**src/rtl/pipe_maindec.sv**
```systemverilog
// pipe_maindec: registered main decoder for the 5-stage MIPS core.
// Decodes instrD, drives D-stage branch/jump controls combinationally,
// and holds the control bundle in an E-stage register. MULT/DIV ops are
// kept in E for MUL_LAT/DIV_LAT cycles via an occupancy counter.
// Ports:
//   clk, rst         clock, async active-high reset
//   instrD, validD   D-stage instruction and its valid flag
//   stallE, flushE   hazard-unit hold / bubble requests for E
//   branchD, jumpD, jrD   combinational D-stage flow controls
//   validE .. riE    registered E-stage control bundle
//   mdu_stall        MDU op still occupying E
module pipe_maindec #(
   parameter int MUL_LAT = 1,
   parameter int DIV_LAT = 36,
   parameter int CNT_W   = 6
) (
   input  logic        clk,
   input  logic        rst,
   input  logic [31:0] instrD,
   input  logic        validD,
   input  logic        stallE,
   input  logic        flushE,
   output logic        branchD,
   output logic        jumpD,
   output logic        jrD,
   output logic        validE,
   output logic        regwriteE,
   output logic        regdstE,
   output logic        alusrcE,
   output logic        memwriteE,
   output logic        memreadE,
   output logic [1:0]  mem_sizeE,
   output logic        mem_unsE,
   output logic [1:0]  wb_selE,
   output logic [1:0]  hilo_weE,
   output logic        hilo_srcE,
   output logic [1:0]  mdu_opE,
   output logic        signedE,
   output logic        linkE,
   output logic        jalE,
   output logic        riE,
   output logic        mdu_stall
);

   typedef struct packed {
      logic       regwrite;
      logic       regdst;
      logic       alusrc;
      logic       memwrite;
      logic       memread;
      logic [1:0] mem_size;
      logic       mem_uns;
      logic [1:0] wb_sel;
      logic [1:0] hilo_we;
      logic       hilo_src;
      logic [1:0] mdu_op;
      logic       sgn;
      logic       link;
      logic       jal;
      logic       ri;
   } ctl_t;

   localparam logic [CNT_W-1:0] MUL_M1 = CNT_W'(MUL_LAT - 1);
   localparam logic [CNT_W-1:0] DIV_M1 = CNT_W'(DIV_LAT - 1);

   logic [5:0] op;
   logic [4:0] rt;
   logic [5:0] funct;
   logic [1:0] sz;

   logic is_special;
   logic is_regimm;
   logic is_j;
   logic is_jal;
   logic is_br;
   logic is_imm;
   logic is_load;
   logic is_store;

   ctl_t dc;
   logic br;
   logic jp;
   logic jr;

   ctl_t             e;
   logic             ve;
   logic [CNT_W-1:0] cnt;
   logic [CNT_W-1:0] lat_m1;

   assign op    = instrD[31:26];
   assign rt    = instrD[20:16];
   assign funct = instrD[5:0];

   // op[1:0] = 11 encodes a word access; remap to the 10 size code
   assign sz = (op[1:0] == 2'b11) ? 2'b10 : op[1:0];

   assign is_special = (op == 6'b000000);
   assign is_regimm  = (op == 6'b000001);
   assign is_j       = (op == 6'b000010);
   assign is_jal     = (op == 6'b000011);
   assign is_br      = (op[5:2] == 4'b0001);
   assign is_imm     = (op[5:3] == 3'b001);
   assign is_load    = (op == 6'b100000) || (op == 6'b100001) ||
                       (op == 6'b100011) || (op == 6'b100100) ||
                       (op == 6'b100101);
   assign is_store   = (op == 6'b101000) || (op == 6'b101001) ||
                       (op == 6'b101011);

   always_comb begin
      dc = '0;
      br = 1'b0;
      jp = 1'b0;
      jr = 1'b0;
      unique case (1'b1)
         is_special: begin
            case (funct)
               6'b001000: begin
                  jp = 1'b1;
                  jr = 1'b1;
               end
               6'b001001: begin
                  jp          = 1'b1;
                  jr          = 1'b1;
                  dc.link     = 1'b1;
                  dc.regwrite = 1'b1;
                  dc.regdst   = 1'b1;
               end
               6'b010000: begin
                  dc.regwrite = 1'b1;
                  dc.regdst   = 1'b1;
                  dc.wb_sel   = 2'b10;
               end
               6'b010010: begin
                  dc.regwrite = 1'b1;
                  dc.regdst   = 1'b1;
                  dc.wb_sel   = 2'b11;
               end
               6'b010001: begin
                  dc.hilo_we  = 2'b10;
                  dc.hilo_src = 1'b1;
               end
               6'b010011: begin
                  dc.hilo_we  = 2'b01;
                  dc.hilo_src = 1'b1;
               end
               6'b011000, 6'b011001: begin
                  dc.hilo_we = 2'b11;
                  dc.mdu_op  = 2'b01;
               end
               6'b011010, 6'b011011: begin
                  dc.hilo_we = 2'b11;
                  dc.mdu_op  = 2'b10;
               end
               default: begin
                  dc.regwrite = 1'b1;
                  dc.regdst   = 1'b1;
               end
            endcase
            // MULT and DIV are the signed forms; funct[0] marks unsigned
            dc.sgn = (funct[5:1] == 5'b01100) ||
                     (funct[5:1] == 5'b01101);
            dc.sgn = dc.sgn && !funct[0];
         end
         is_regimm: begin
            case (rt)
               5'b00000, 5'b00001: br = 1'b1;
               5'b10000, 5'b10001: begin
                  br          = 1'b1;
                  dc.link     = 1'b1;
                  dc.jal      = 1'b1;
                  dc.regwrite = 1'b1;
               end
               default: dc.ri = 1'b1;
            endcase
         end
         is_j: jp = 1'b1;
         is_jal: begin
            jp          = 1'b1;
            dc.link     = 1'b1;
            dc.jal      = 1'b1;
            dc.regwrite = 1'b1;
         end
         is_br: br = 1'b1;
         is_imm: begin
            dc.regwrite = 1'b1;
            dc.alusrc   = 1'b1;
            dc.sgn      = (op == 6'b001000);
         end
         is_load: begin
            dc.regwrite = 1'b1;
            dc.alusrc   = 1'b1;
            dc.memread  = 1'b1;
            dc.wb_sel   = 2'b01;
            dc.mem_size = sz;
            dc.mem_uns  = op[2];
         end
         is_store: begin
            dc.alusrc   = 1'b1;
            dc.memwrite = 1'b1;
            dc.mem_size = sz;
         end
         default: dc.ri = 1'b1;
      endcase
      if (!validD) begin
         dc = '0;
         br = 1'b0;
         jp = 1'b0;
         jr = 1'b0;
      end
   end

   assign branchD = br;
   assign jumpD   = jp;
   assign jrD     = jr;

   always_comb begin
      case (e.mdu_op)
         2'b01:   lat_m1 = MUL_M1;
         2'b10:   lat_m1 = DIV_M1;
         default: lat_m1 = '0;
      endcase
      mdu_stall = ve && (e.mdu_op != 2'b00) && (cnt < lat_m1);
   end

   // MDU occupancy wins over flushE so an op in flight is never killed
   always_ff @(posedge clk or posedge rst) begin
      if (rst) begin
         e   <= '0;
         ve  <= 1'b0;
         cnt <= '0;
      end else if (mdu_stall) begin
         cnt <= cnt + 1'b1;
      end else if (stallE) begin
         cnt <= cnt;
      end else if (flushE) begin
         e   <= '0;
         ve  <= 1'b0;
         cnt <= '0;
      end else begin
         e   <= dc;
         ve  <= validD;
         cnt <= '0;
      end
   end

   assign validE    = ve;
   assign regwriteE = e.regwrite;
   assign regdstE   = e.regdst;
   assign alusrcE   = e.alusrc;
   assign memwriteE = e.memwrite;
   assign memreadE  = e.memread;
   assign mem_sizeE = e.mem_size;
   assign mem_unsE  = e.mem_uns;
   assign wb_selE   = e.wb_sel;
   assign hilo_weE  = e.hilo_we;
   assign hilo_srcE = e.hilo_src;
   assign mdu_opE   = e.mdu_op;
   assign signedE   = e.sgn;
   assign linkE     = e.link;
   assign jalE      = e.jal;
   assign riE       = e.ri;

endmodule

```
**config.mk**
```make
export PLATFORM = sky130hd
export DESIGN_NAME = pipe_maindec
export DESIGN_NICKNAME = d
export VERILOG_FILES = /design/src/rtl/pipe_maindec.sv
export SDC_FILE = /design/constraint.sdc
export NUM_CORES = 1
export LEC_CHECK = 0
export CORE_ASPECT_RATIO = 1.75
export CORE_MARGIN = 3
export CORE_UTILIZATION = 47
export DETAILED_ROUTE_END_ITERATION = 8
export PLACE_DENSITY_LB_ADDON = 0.05
export SLEW_MARGIN = 20
export SYNTH_ARGS = -nofsm -noshare
export SYNTH_HDL_FRONTEND = slang
export SYNTH_SLANG_ARGS = --single-unit
```
**constraint.sdc**
```tcl
create_clock -name clk -period 3.8 [get_ports clk]
set_input_delay 0.76 -clock clk [delete_from_list [all_inputs] [get_ports clk]]
set_output_delay 0.76 -clock clk [all_outputs]
set_load 0.005 [all_outputs]
```
Word level (Yosys, flattened, before mapping):

Index checks and enable logic that the tools add are counted.

* input bits: 37
* output and inout bits: 24
* word-level logic and storage cells: 118
* flip-flop bits (word level): 26

* magnitude comparators: 1
* reductions and logical operators: 28
* $add $sub $neg: 1
* bitwise logic cells: 2
* mux-type cells: 37
* equal/unequal tests: 32

Operators by type and width (count)
* $eq A6 B5 Y1 const B: 8
* $eq A6 B6 Y1 const B: 8
* $mux W19: 2
* $eq A6 B4 Y1 const B: 3
* $mux W6: 3
* $mux W1: 16
* $reduce_or A2 Y1: 7
* $reduce_or A7 Y1: 2
* $eq A6 B2 Y1 const B: 2
* $pmux W2 S2: 3
* $eq A5 B4 Y1 const B: 2
* $eq A5 B5 Y1 const B: 2
* $pmux W1 S2: 5
* $mux W2: 4
* $reduce_or A4 Y1: 2
* $logic_or A1 B1 Y1: 7
* $add A6 B1 Y6 const B: 1
* $eq A6 B1 Y1 const B: 1
* $logic_not A6 Y1: 1
* $lt A6 B6 Y1: 1
* $pmux W1 S3: 2
* $pmux W2 S3: 1
* $reduce_or A3 Y1: 2
* $eq A5 B1 Y1 const B: 1
* 11 further kinds: 15

Depth between registers and ports, before layout:

* word-level depth: 9
* gate-level depth with buffers: 7
* gate-level depth less buffers: 7

Least setup slack after synthesis:

Ideal clock, no wire load.

* path kind: input port to output port
* from: in instrD[3]
* to: out jumpD
* stages: 4
* path buffers: 1
* data arrival time: 1.609 ns
* slack: 1.431 ns
* cells stage by stage: clkbuf_1 nand2_1 o41ai_1 and3_2

* cells in the longest elaborated chain, start to end: 5

Ends and longest elaborated chain
* start, declared: RTL line 19 `input logic [31:0] instrD,`
* $eq A6 B4 Y1: RTL line 116 `case (funct)`
* $reduce_or A2 Y1 (no line) (*)
* $mux W1 (*): RTL line 116
* $pmux W1 S2 (*): RTL line 114 `unique case (1'b1)`
* $mux W1 (*): RTL line 204 `if (!validD) begin`
* end, declared: RTL line 24 `output logic jumpD,`

Every way passes the cells marked *; elsewhere a longest branch is shown, timed or not.

Final worst setup path:

* from: in instrD[27]
* to: out branchD

* cells in the longest elaborated chain, start to end: 3

Ends and longest elaborated chain
* $eq A6 B1 Y1: RTL line 98 `assign is_regimm = (op == 6'b000001);`
* $pmux W1 S2: RTL line 114
* $mux W1: RTL line 204
* end, declared: RTL line 23 `output logic branchD,`

Every way passes these cells.

==> impl_metrics.csv <==
group,metric,value,unit
final_layout,diodes,0,
critical_path,cp_slowest_cell,"clkdlybuf4s50_1",
grt,antenna_found_initial,0,
critical_path,path_common_cell,"clkdlybuf4s50_1",
yosys,synth_compound_area_share,28.3,%
sta,rsz0062_at_grt,"false",
place,gp_congestion,0.811,
power,ir_worst_vdd,184,uV
final_layout,utilization,65.7,%
yosys,ys_top_cells_by_area,"dfrtp_1 42%, o21ai_0 4.5%, mux2_2 2.9%",
drt,vias,1424,
yosys,synth_xor_area_share,0,%
yosys,yosysTopAreaCellShare,41.6,%
clocking,cts_tree,"built",
grt,grt_pass1_vias,1441,
sta,fin_ws,0.382,ns
yosys,syn_inst,156,
yosys,synth_top_family_by_area,"compound AO/OA/AOI/OAI gates",
clocking,clk_pin_slew_worst_paths,0.08,ns
worst_hold_path,min_path_type,"flip-flop to flip-flop",
clocking,root_buffer,"clkbuf_8",
final_layout,stdcell_area,0.00209,mm^2
clocking,cts_resized,0,
grt,grt_start_max_net_pins,27,
critical_path,cpLargestDelayFamily,"buffers and inverters",
clocking,numCtsBuffers,3,
place,place_area,0.00205,mm^2
place,hpwl,3.20,mm
place,dpl.cell_count,240,
final_layout,final_common_cell,"clkdlybuf4s50_1",
power,power,0.523,mW
critical_path,crit_arrival,2.66,ns
critical_path,crit_start,"instrD[27]",
die,rows,27,
sta,drv_slew,0,
sta,slew_headroom,35.1,%
drt,drt-vias-per-instance,5.86,
grt,grt_pass1_wl,6.44,mm
critical_path,path_class,"primary input to output pin",
run,cap_violations,0,
sta,period_share,89.9,%
final_layout,layout_common_cells,"44 x clkdlybuf4s50_1, 26 x dfrtp_1, 14 x o21ai_0",
final_layout,nFillCells,307,
sta,timing.fmax,293,MHz
critical_path,cp.required,3.04,ns
drt,wl_per_cell,16.7,um
die,dieArea,0.00408,mm^2
sta,finalSetupViolCount,0,
final_layout,regArea,651,um^2
final_layout,syn_to_final_growth,33.4,%
die,ioPinCount,61,
critical_path,r2r-start,"mdu_opE[0]",
sta,finClkSkew,0.00286,ns
final_layout,multi_input_area,852,um^2
grt,overflow,0,
die,core,0.00318,mm^2
clocking,cts_buffer_depth,2,
yosys,synth_cell_types,50,
yosys,ys_async_sr_fraction,100,%
yosys,ys_seq_area_share,41.6,%
power,leakage,0.831,nW
critical_path,path_buf_inv,2,
clocking,clkSinkCount,26,
final_layout,final_nets,242,
yosys,ys_seq_elements,26,
sta,fin_setup_tns,0,ns
place,portBuffers,44,
drt,drtPass1Iterations,4,
clocking,htreeDepth,1,
critical_path,crit_path_max_incr_delay,0.53,ns
grt,met2_usage,41.0,%
place,pre_cts_ws,0.425,ns
clocking,cts_hold_buf,0,
yosys,syn_nets,196,
yosys,synth_top_area_cell,"dfrtp_1",
sta,period_minus_slack,3.42,ns
yosys,synth_edf_count,0,
critical_path,critPathLaunchType,"primary input",
yosys,synth_mux_area_share,4.16,%
power,power_density,251,mW/mm^2
clocking,worstSkewPairLatency,0.27,ns
clocking,post_cts_buffers,0,
grt,grtUsageMet3,1.97,%
grt,track_usage,20.3,%
final_layout,drive_gt1_share,10.5,%
die,start_util,49.3,%
sta,finalHoldViolations,0,
yosys,synth_top_flop_cell,"dfrtp_1",
grt,top_usage_layer,"met2",
yosys,synth_area,0.00156,mm^2
sta,fin_hold_ws,0.496,ns
yosys,avgSynthCellArea,10.0,um^2
yosys,synthAdderAreaFrac,2.40,%
drt,ant_nets,0,
status,status,"finished clean",
worst_hold_path,min_from,"hilo_srcE",
final_layout,stdcell_count,243,
critical_path,crit_path_end_kind,"output pin",
drt,wirelength,4.05,mm
die,die_w,49.6,um
drt,drc_errors,0,
drt,drt_iter0_markers,44,
critical_path,crit_chain,"clkdlybuf4s50_1 -> nand2b_1 -> nor4_1 -> o2111a_1 -> clkdlybuf4s50_1",
sta,tightest_slew,0.972,ns
grt,grt_use_met1,20.3,%
die,die_h,82.3,um
yosys,yosysWarnings,0,
critical_path,crit_fanout,8,
yosys,synthSimpleGateAreaFrac,19.6,%
## registers in the layout, summed over array words and instances, names as in the netlist
signal / flops
cnt: 6
hilo_weE: 2
mdu_opE: 2
mem_sizeE: 2
wb_selE: 2
alusrcE: 1
hilo_srcE: 1
jalE: 1
linkE: 1
mem_unsE: 1
memreadE: 1
memwriteE: 1
regdstE: 1
regwriteE: 1
riE: 1
signedE: 1
validE: 1
## where the power goes
part | internal [mW] | total [mW] | switching, mW
Clock | 0.0710 | 0.153 | 0.0823
Sequential | 0.281 | 0.284 | 0.00370
Combinational | 0.0415 | 0.0855 | 0.0440
## per-layer routing
layer	up-vias	share of wire (%)
met5	-	0
met4	0	2.4
met3	8	3.0
met2	36	58
met1	692	37
li1	688	-
## worst paths after layout
check / endpoint / slack [ns] / cells after the start
worst min-delay path: hilo_srcE / 0.50 / 1
worst min register to register: hilo_srcE / 0.50 / 1
max in group asynchronous: mdu_opE[0] / 2.20 / 2
worst max register to register: alusrcE / 1.32 / 6
worst max-delay path: branchD / 0.38 / 5
min in group asynchronous: memreadE / 1.01 / 2
## cell type report
class / instances / share of cell area (%)
multi-input cells: 115 / 40.8
flip-flops and latches: 26 / 31.2
repair buffers: 45 / 21.5
well taps: 43 / 2.58
clock buffers: 3 / 1.98
inverters: 11 / 1.98
## cells in the mapped netlist, types with 2 or more instances
cell type  instances
nor2b_1            2
ha_1               3
or2b_2             2
nand2b_1           6
dfrtp_1           26
mux2i_1            2
or4_1              4
nand2_1            8
o21ai_0           14
nor2_1             8
o211ai_1           2
mux2_2             4
a21oi_1            3
nor4_1             3
a31oi_1            3
o41ai_1            2
a211oi_1           3
nand3_1            4
nand4_1            5
o2bb2ai_1          5
inv_1             11
a22o_1             3
o31ai_1            6
## cells by family (layout without fill, tap and decap cells)
group,Yosys count,in the layout
DFF,26,26
adders and majority gates,3,3
buffers and inverters,15,59
AOI/OAI and AO/OA,55,55
muxes,6,6
and+or+nand+nor,51,51
(Power assumes the default switching activity.)
